<file path="config.mk">
export PLATFORM = sky130hd
export DESIGN_NAME = alu_exec_stage
export DESIGN_NICKNAME = d
export VERILOG_FILES = /design/src/rtl/alu_exec_stage.sv
export SDC_FILE = /design/constraint.sdc
export NUM_CORES = 1
export LEC_CHECK = 0
export ABC_AREA = 1
export BUFFER_PORTS_ARGS = -buffer_cell sky130_fd_sc_hd__buf_2
export CORE_ASPECT_RATIO = 0.8
export CORE_UTILIZATION = 51
export DETAILED_ROUTE_END_ITERATION = 10
export PLACE_DENSITY = 0.85
export SKIP_LAST_GASP = 1
export SLEW_MARGIN = 40
export SYNTH_ARGS = -nofsm -noshare
export SYNTH_HDL_FRONTEND = slang
export SYNTH_SLANG_ARGS = --single-unit
</file>
<file path="constraint.sdc">
create_clock -name clk_i -period 7.4 [get_ports clk_i]
set_clock_uncertainty 0.15 [all_clocks]
set_input_delay 1.48 -clock clk_i [delete_from_list [all_inputs] [get_ports clk_i]]
set_output_delay 1.48 -clock clk_i [all_outputs]
set_load 0.005 [all_outputs]
</file>
<file path="src/rtl/alu_exec_stage.sv">
// alu_exec_stage: execute-stage sequencer that feeds a combinational ALU.
//
// Takes one command at a time (op, addr_r, addr_rw). It reads in_r from addr_r,
// then in_rw from addr_rw, over a shared single-port memory handshake. It presents
// both operands to the ALU from registers for one cycle and captures the result and
// zero flag. It then writes the result back to addr_rw and pulses done_o.
//
// Optional build macro: ALU_EXEC_PERF_EN adds perf_ops_o / perf_stall_o counters.
//
// Ports:
//   clk_i, reset_i               clock, asynchronous active-high reset
//   cmd_valid_i / cmd_ready_o    command handshake
//   cmd_op_i, cmd_addr_r_i, cmd_addr_rw_i   command fields
//   mem_addr_o, mem_rd_o, mem_wr_o, mem_wdata_o, mem_rdata_i, mem_ready_i   memory port
//   alu_op_o, alu_in_r_o, alu_in_rw_o, alu_out_i, alu_is_zero_i             ALU port
//   result_o, zero_flag_o        last captured ALU result / zero flag
//   done_o                       one-cycle pulse after write-back completes
//   perf_ops_o, perf_stall_o     (ALU_EXEC_PERF_EN only) completed ops, memory stall cycles

module alu_exec_stage #(
   parameter int unsigned DATA_WIDTH = 32,
   parameter int unsigned ADDR_WIDTH = 16
) (
   input  logic                  clk_i,
   input  logic                  reset_i,
   input  logic                  cmd_valid_i,
   output logic                  cmd_ready_o,
   input  logic [3:0]            cmd_op_i,
   input  logic [ADDR_WIDTH-1:0] cmd_addr_r_i,
   input  logic [ADDR_WIDTH-1:0] cmd_addr_rw_i,
   output logic [ADDR_WIDTH-1:0] mem_addr_o,
   output logic                  mem_rd_o,
   output logic                  mem_wr_o,
   output logic [DATA_WIDTH-1:0] mem_wdata_o,
   input  logic [DATA_WIDTH-1:0] mem_rdata_i,
   input  logic                  mem_ready_i,
   output logic [3:0]            alu_op_o,
   output logic [DATA_WIDTH-1:0] alu_in_r_o,
   output logic [DATA_WIDTH-1:0] alu_in_rw_o,
   input  logic [DATA_WIDTH-1:0] alu_out_i,
   input  logic                  alu_is_zero_i,
   output logic [DATA_WIDTH-1:0] result_o,
   output logic                  zero_flag_o,
`ifdef ALU_EXEC_PERF_EN
   output logic [31:0]           perf_ops_o,
   output logic [31:0]           perf_stall_o,
`endif
   output logic                  done_o
);

   typedef enum logic [2:0] {
      StIdle,
      StReadR,
      StReadRw,
      StExec,
      StWrite,
      StDone
   } state_e;

   state_e                  state_q;
   logic                    cmd_ready_q;
   logic                    mem_rd_q;
   logic                    mem_wr_q;
   logic [ADDR_WIDTH-1:0]   mem_addr_q;
   logic [DATA_WIDTH-1:0]   mem_wdata_q;
   logic                    done_q;
   logic [3:0]              op_q;
   logic [ADDR_WIDTH-1:0]   addr_rw_q;
   logic [DATA_WIDTH-1:0]   opnd_r_q;
   logic [DATA_WIDTH-1:0]   opnd_rw_q;
   logic [DATA_WIDTH-1:0]   result_q;
   logic                    zero_q;

   // All outputs are registered and set one state ahead, so each state's memory
   // request is already on the bus in the cycle the state is entered.
   always_ff @(posedge clk_i or posedge reset_i) begin
      if (reset_i) begin
         state_q     <= StIdle;
         cmd_ready_q <= 1'b1;
         mem_rd_q    <= 1'b0;
         mem_wr_q    <= 1'b0;
         mem_addr_q  <= '0;
         mem_wdata_q <= '0;
         done_q      <= 1'b0;
         op_q        <= '0;
         addr_rw_q   <= '0;
         opnd_r_q    <= '0;
         opnd_rw_q   <= '0;
         result_q    <= '0;
         zero_q      <= 1'b0;
      end else begin
         unique case (state_q)
            StIdle: begin
               if (cmd_valid_i) begin
                  op_q        <= cmd_op_i;
                  addr_rw_q   <= cmd_addr_rw_i;
                  mem_addr_q  <= cmd_addr_r_i;
                  mem_rd_q    <= 1'b1;
                  cmd_ready_q <= 1'b0;
                  state_q     <= StReadR;
               end
            end
            StReadR: begin
               if (mem_ready_i) begin
                  opnd_r_q   <= mem_rdata_i;
                  mem_addr_q <= addr_rw_q;
                  state_q    <= StReadRw;
               end
            end
            StReadRw: begin
               if (mem_ready_i) begin
                  opnd_rw_q <= mem_rdata_i;
                  mem_rd_q  <= 1'b0;
                  state_q   <= StExec;
               end
            end
            StExec: begin
               // mem_addr_q still holds addr_rw from the second read.
               result_q    <= alu_out_i;
               zero_q      <= alu_is_zero_i;
               mem_wdata_q <= alu_out_i;
               mem_wr_q    <= 1'b1;
               state_q     <= StWrite;
            end
            StWrite: begin
               if (mem_ready_i) begin
                  mem_wr_q <= 1'b0;
                  done_q   <= 1'b1;
                  state_q  <= StDone;
               end
            end
            StDone: begin
               done_q      <= 1'b0;
               cmd_ready_q <= 1'b1;
               state_q     <= StIdle;
            end
            default: begin
               state_q <= StIdle;
            end
         endcase
      end
   end

`ifdef ALU_EXEC_PERF_EN
   logic [31:0] perf_ops_q;
   logic [31:0] perf_stall_q;

   always_ff @(posedge clk_i or posedge reset_i) begin
      if (reset_i) begin
         perf_ops_q   <= '0;
         perf_stall_q <= '0;
      end else begin
         if (state_q == StDone) begin
            perf_ops_q <= perf_ops_q + 32'd1;
         end
         if (!mem_ready_i &&
             (state_q == StReadR || state_q == StReadRw || state_q == StWrite)) begin
            perf_stall_q <= perf_stall_q + 32'd1;
         end
      end
   end

   assign perf_ops_o   = perf_ops_q;
   assign perf_stall_o = perf_stall_q;
`endif

   assign cmd_ready_o = cmd_ready_q;
   assign mem_addr_o  = mem_addr_q;
   assign mem_rd_o    = mem_rd_q;
   assign mem_wr_o    = mem_wr_q;
   assign mem_wdata_o = mem_wdata_q;
   assign done_o      = done_q;
   assign alu_op_o    = op_q;
   assign alu_in_r_o  = opnd_r_q;
   assign alu_in_rw_o = opnd_rw_q;
   assign result_o    = result_q;
   assign zero_flag_o = zero_q;

endmodule

</file>
==> metrics <==
worst endpoint required time=just under 6 ns; share of cells above drive strength 1=35.3%; Post-CTS Hold Buffers=0; Hold WC Path Type=reg2reg; Final ANT Viol Nets=0; yosys warns=0; Syn-to-layout area delta=29.1%; worst path cell trace=buf_2; overall die height=97.9 µm; Netlist cell types=22; Placer Congestion=0.767; share of the clock period used by the worst path=between 30% and 40%; met1 Use GR=between 30% and 40%; Post-Syn Nets=approximately 750; initial antenna violation count=0; row count=34; DP HPWL=9730 µm; register area=about 0.0035 mm²; WS Path Type=reg2out; clk buf depth=2; DRT Wirelength=14100 µm; fillers=872; vias in the first global route=between 4000 and 5000; WL per Instance=about 14 µm; register area share after synthesis=approximately 60%; placed cells=990; initial DRC count=~250; core footprint=between 0.01 and 0.015 mm²; drt drc=0; M2 GR Usage=around two fifths; Netlist Area Pre-Place=0.00586 mm²; max_cap viols=0; clk sinks=140; first-pass GRT wire length=22600 µm; Final setup viols=0; Worst path slowest cell=dfstp_2; GRT overflow=0; Die Area=around 0.012 mm²; vias=a little under 5000; TNS Setup=0 ns; Global Route met3 Usage=7.30%; post-CTS sizing=0; number of synthesized register bits=140; Synth Instances=between 600 and 700; input/output buffers=approximately 260; Worst Slack Setup Final=~4.7 ns; status=finished, final reports clean; Initial Utilization=between 50 and 60%; hold slack=approximately 0.32 ns; gr busiest metal=met2; first drt pass iteration count=4; Worst IR Drop VDD=between 200 and 300 µV; Die X=122 µm; Inserted Diodes=0; Tot GR Track Use=24.6%; Net count, final=970; worst path arrival time=1.06 ns; slew margin rel.=roughly 54%; Setup WS pre-CTS=around 4.4 ns; max-slew violation count=0; Avg Cell Area, Syn=about 9.0 µm²; area of the multi-input gates=roughly 0.0017 mm²; WP buf/inv=1; worst-margin pin slew=a little under 0.7 ns; Final min period=between 2 and 3 ns; Worst-path clk slew=0.06 ns; crit end category=primary output; final total power=about 3.5 mW; final hold vios=0; CTS buffer count=17; Post-CTS Setup Inserts=0; RSZ-0062 raised after global routing=false; PD cells=between 400 and 500 mW/mm²; P_leak=around 4.3 nW; Root Driver=clkbuf_16; IO Count=between 200 and 300; H-tree depth=4; CTS tree=yes; Final Instance Count excl. Fillers=1022; CP max FO=2; Max Clk Rate=~370 MHz; Critical Path Max Stage Delay=around 0.54 ns; largest net degree at the start of global routing=88; kind of cell adding the most delay to the critical path=flip-flops; CP startpoint kind=flop; Worst-Skew Late Latency=a little over 0.4 ns; vias per std cell=about 4.8
## path summary, 6_finish.rpt
check | from | endpoint | slack, ns | depth (start not counted)
min in group asynchronous | reset_i | alu_op_o[3] | 0.95 | 2
min | mem_addr_o[11] | mem_addr_o[11] | 0.32 | 2
max in group asynchronous | reset_i | result_o[23] | 5.07 | 3
min reg2reg | mem_addr_o[11] | mem_addr_o[11] | 0.32 | 2
max | cmd_ready_o | cmd_ready_o | 4.71 | 1
max reg2reg | state_q[0] | mem_addr_o[9] | 5.05 | 7
## cells in the final DEF, fill, tap and decap left out, types with 4 or more instances in the layout
cell         n
buf_2      257
nand2_1    237
dfrtp_1    139
o21ai_1     83
inv_1       55
nand3_1     35
clkbuf_16   17
o21ai_0     15
clkinv_4     5
nand2_2      4
## layer usage
metal  part of all wire, %  up-vias
met3                   7.2       22
met5                     0        -
met4                   1.6        0
met2                    48      183
met1                    43     2293
li1                      -     2437
## cell families after synthesis
family / count (synthesis) / synth area share [%]
compound gates: 100 / 8.58
buf+inv: 122 / 10.9
flops: 140 / 59.8
simple gates: 287 / 20.7
## flip-flops by register name (all words and copies together), names as in the netlist, 3 cells and up
register / flops
alu_op_o: 4
alu_in_rw_o: 32
alu_in_r_o: 32
mem_addr_o: 16
result_o: 32
addr_rw_q: 16
state_q: 3
## layout make-up
cell class	count	share of cell area, %
flip-flops and latches	140	46.3
repair buffers	260	17.4
clock inverters	12	2.15
clock buffers	20	6.03
inverters	59	2.99
well taps	144	2.38
multi-input cells	387	22.8
## Yosys cell counts
cell      number  area [µm²]
buf_6          4        45.0
clkbuf_2       1        5.00
nand2_1      239         897
nand3_1       35         175
dfrtp_1      139        3480
nand2_2        3        18.8
a21oi_1        1        5.00
nor2_8         1        20.0
buf_1          2        7.51
o21ai_0       15        75.1
inv_2          3        11.3
nand3_2        3        30.0
nand3_4        2        35.0
clkbuf_1       6        22.5
buf_2         14        70.1
o211ai_1       1        7.51
dfstp_2        1        26.3
o21ai_1       83         415
nor2_4         3        33.8
nor3_1         1        5.00
buf_4         36         270
inv_1         56         210
## metrics by stage
stage	cell area (µm²)	utilization (%)
after floorplan	5860	-
after global placement	6940	63.0
after detailed placement	6950	63.1
after CTS	7570	68.7
after global routing	7570	68.7
final	7570	68.7
## power by group
part	internal (mW)	total, mW	switching, mW
sequential	1.13	1.34	0.206
combinational	0.521	1.26	0.740
clock	0.551	0.876	0.325
total	2.20	3.48	1.27
No activity file was read; power rests on OpenSTA's default activity.
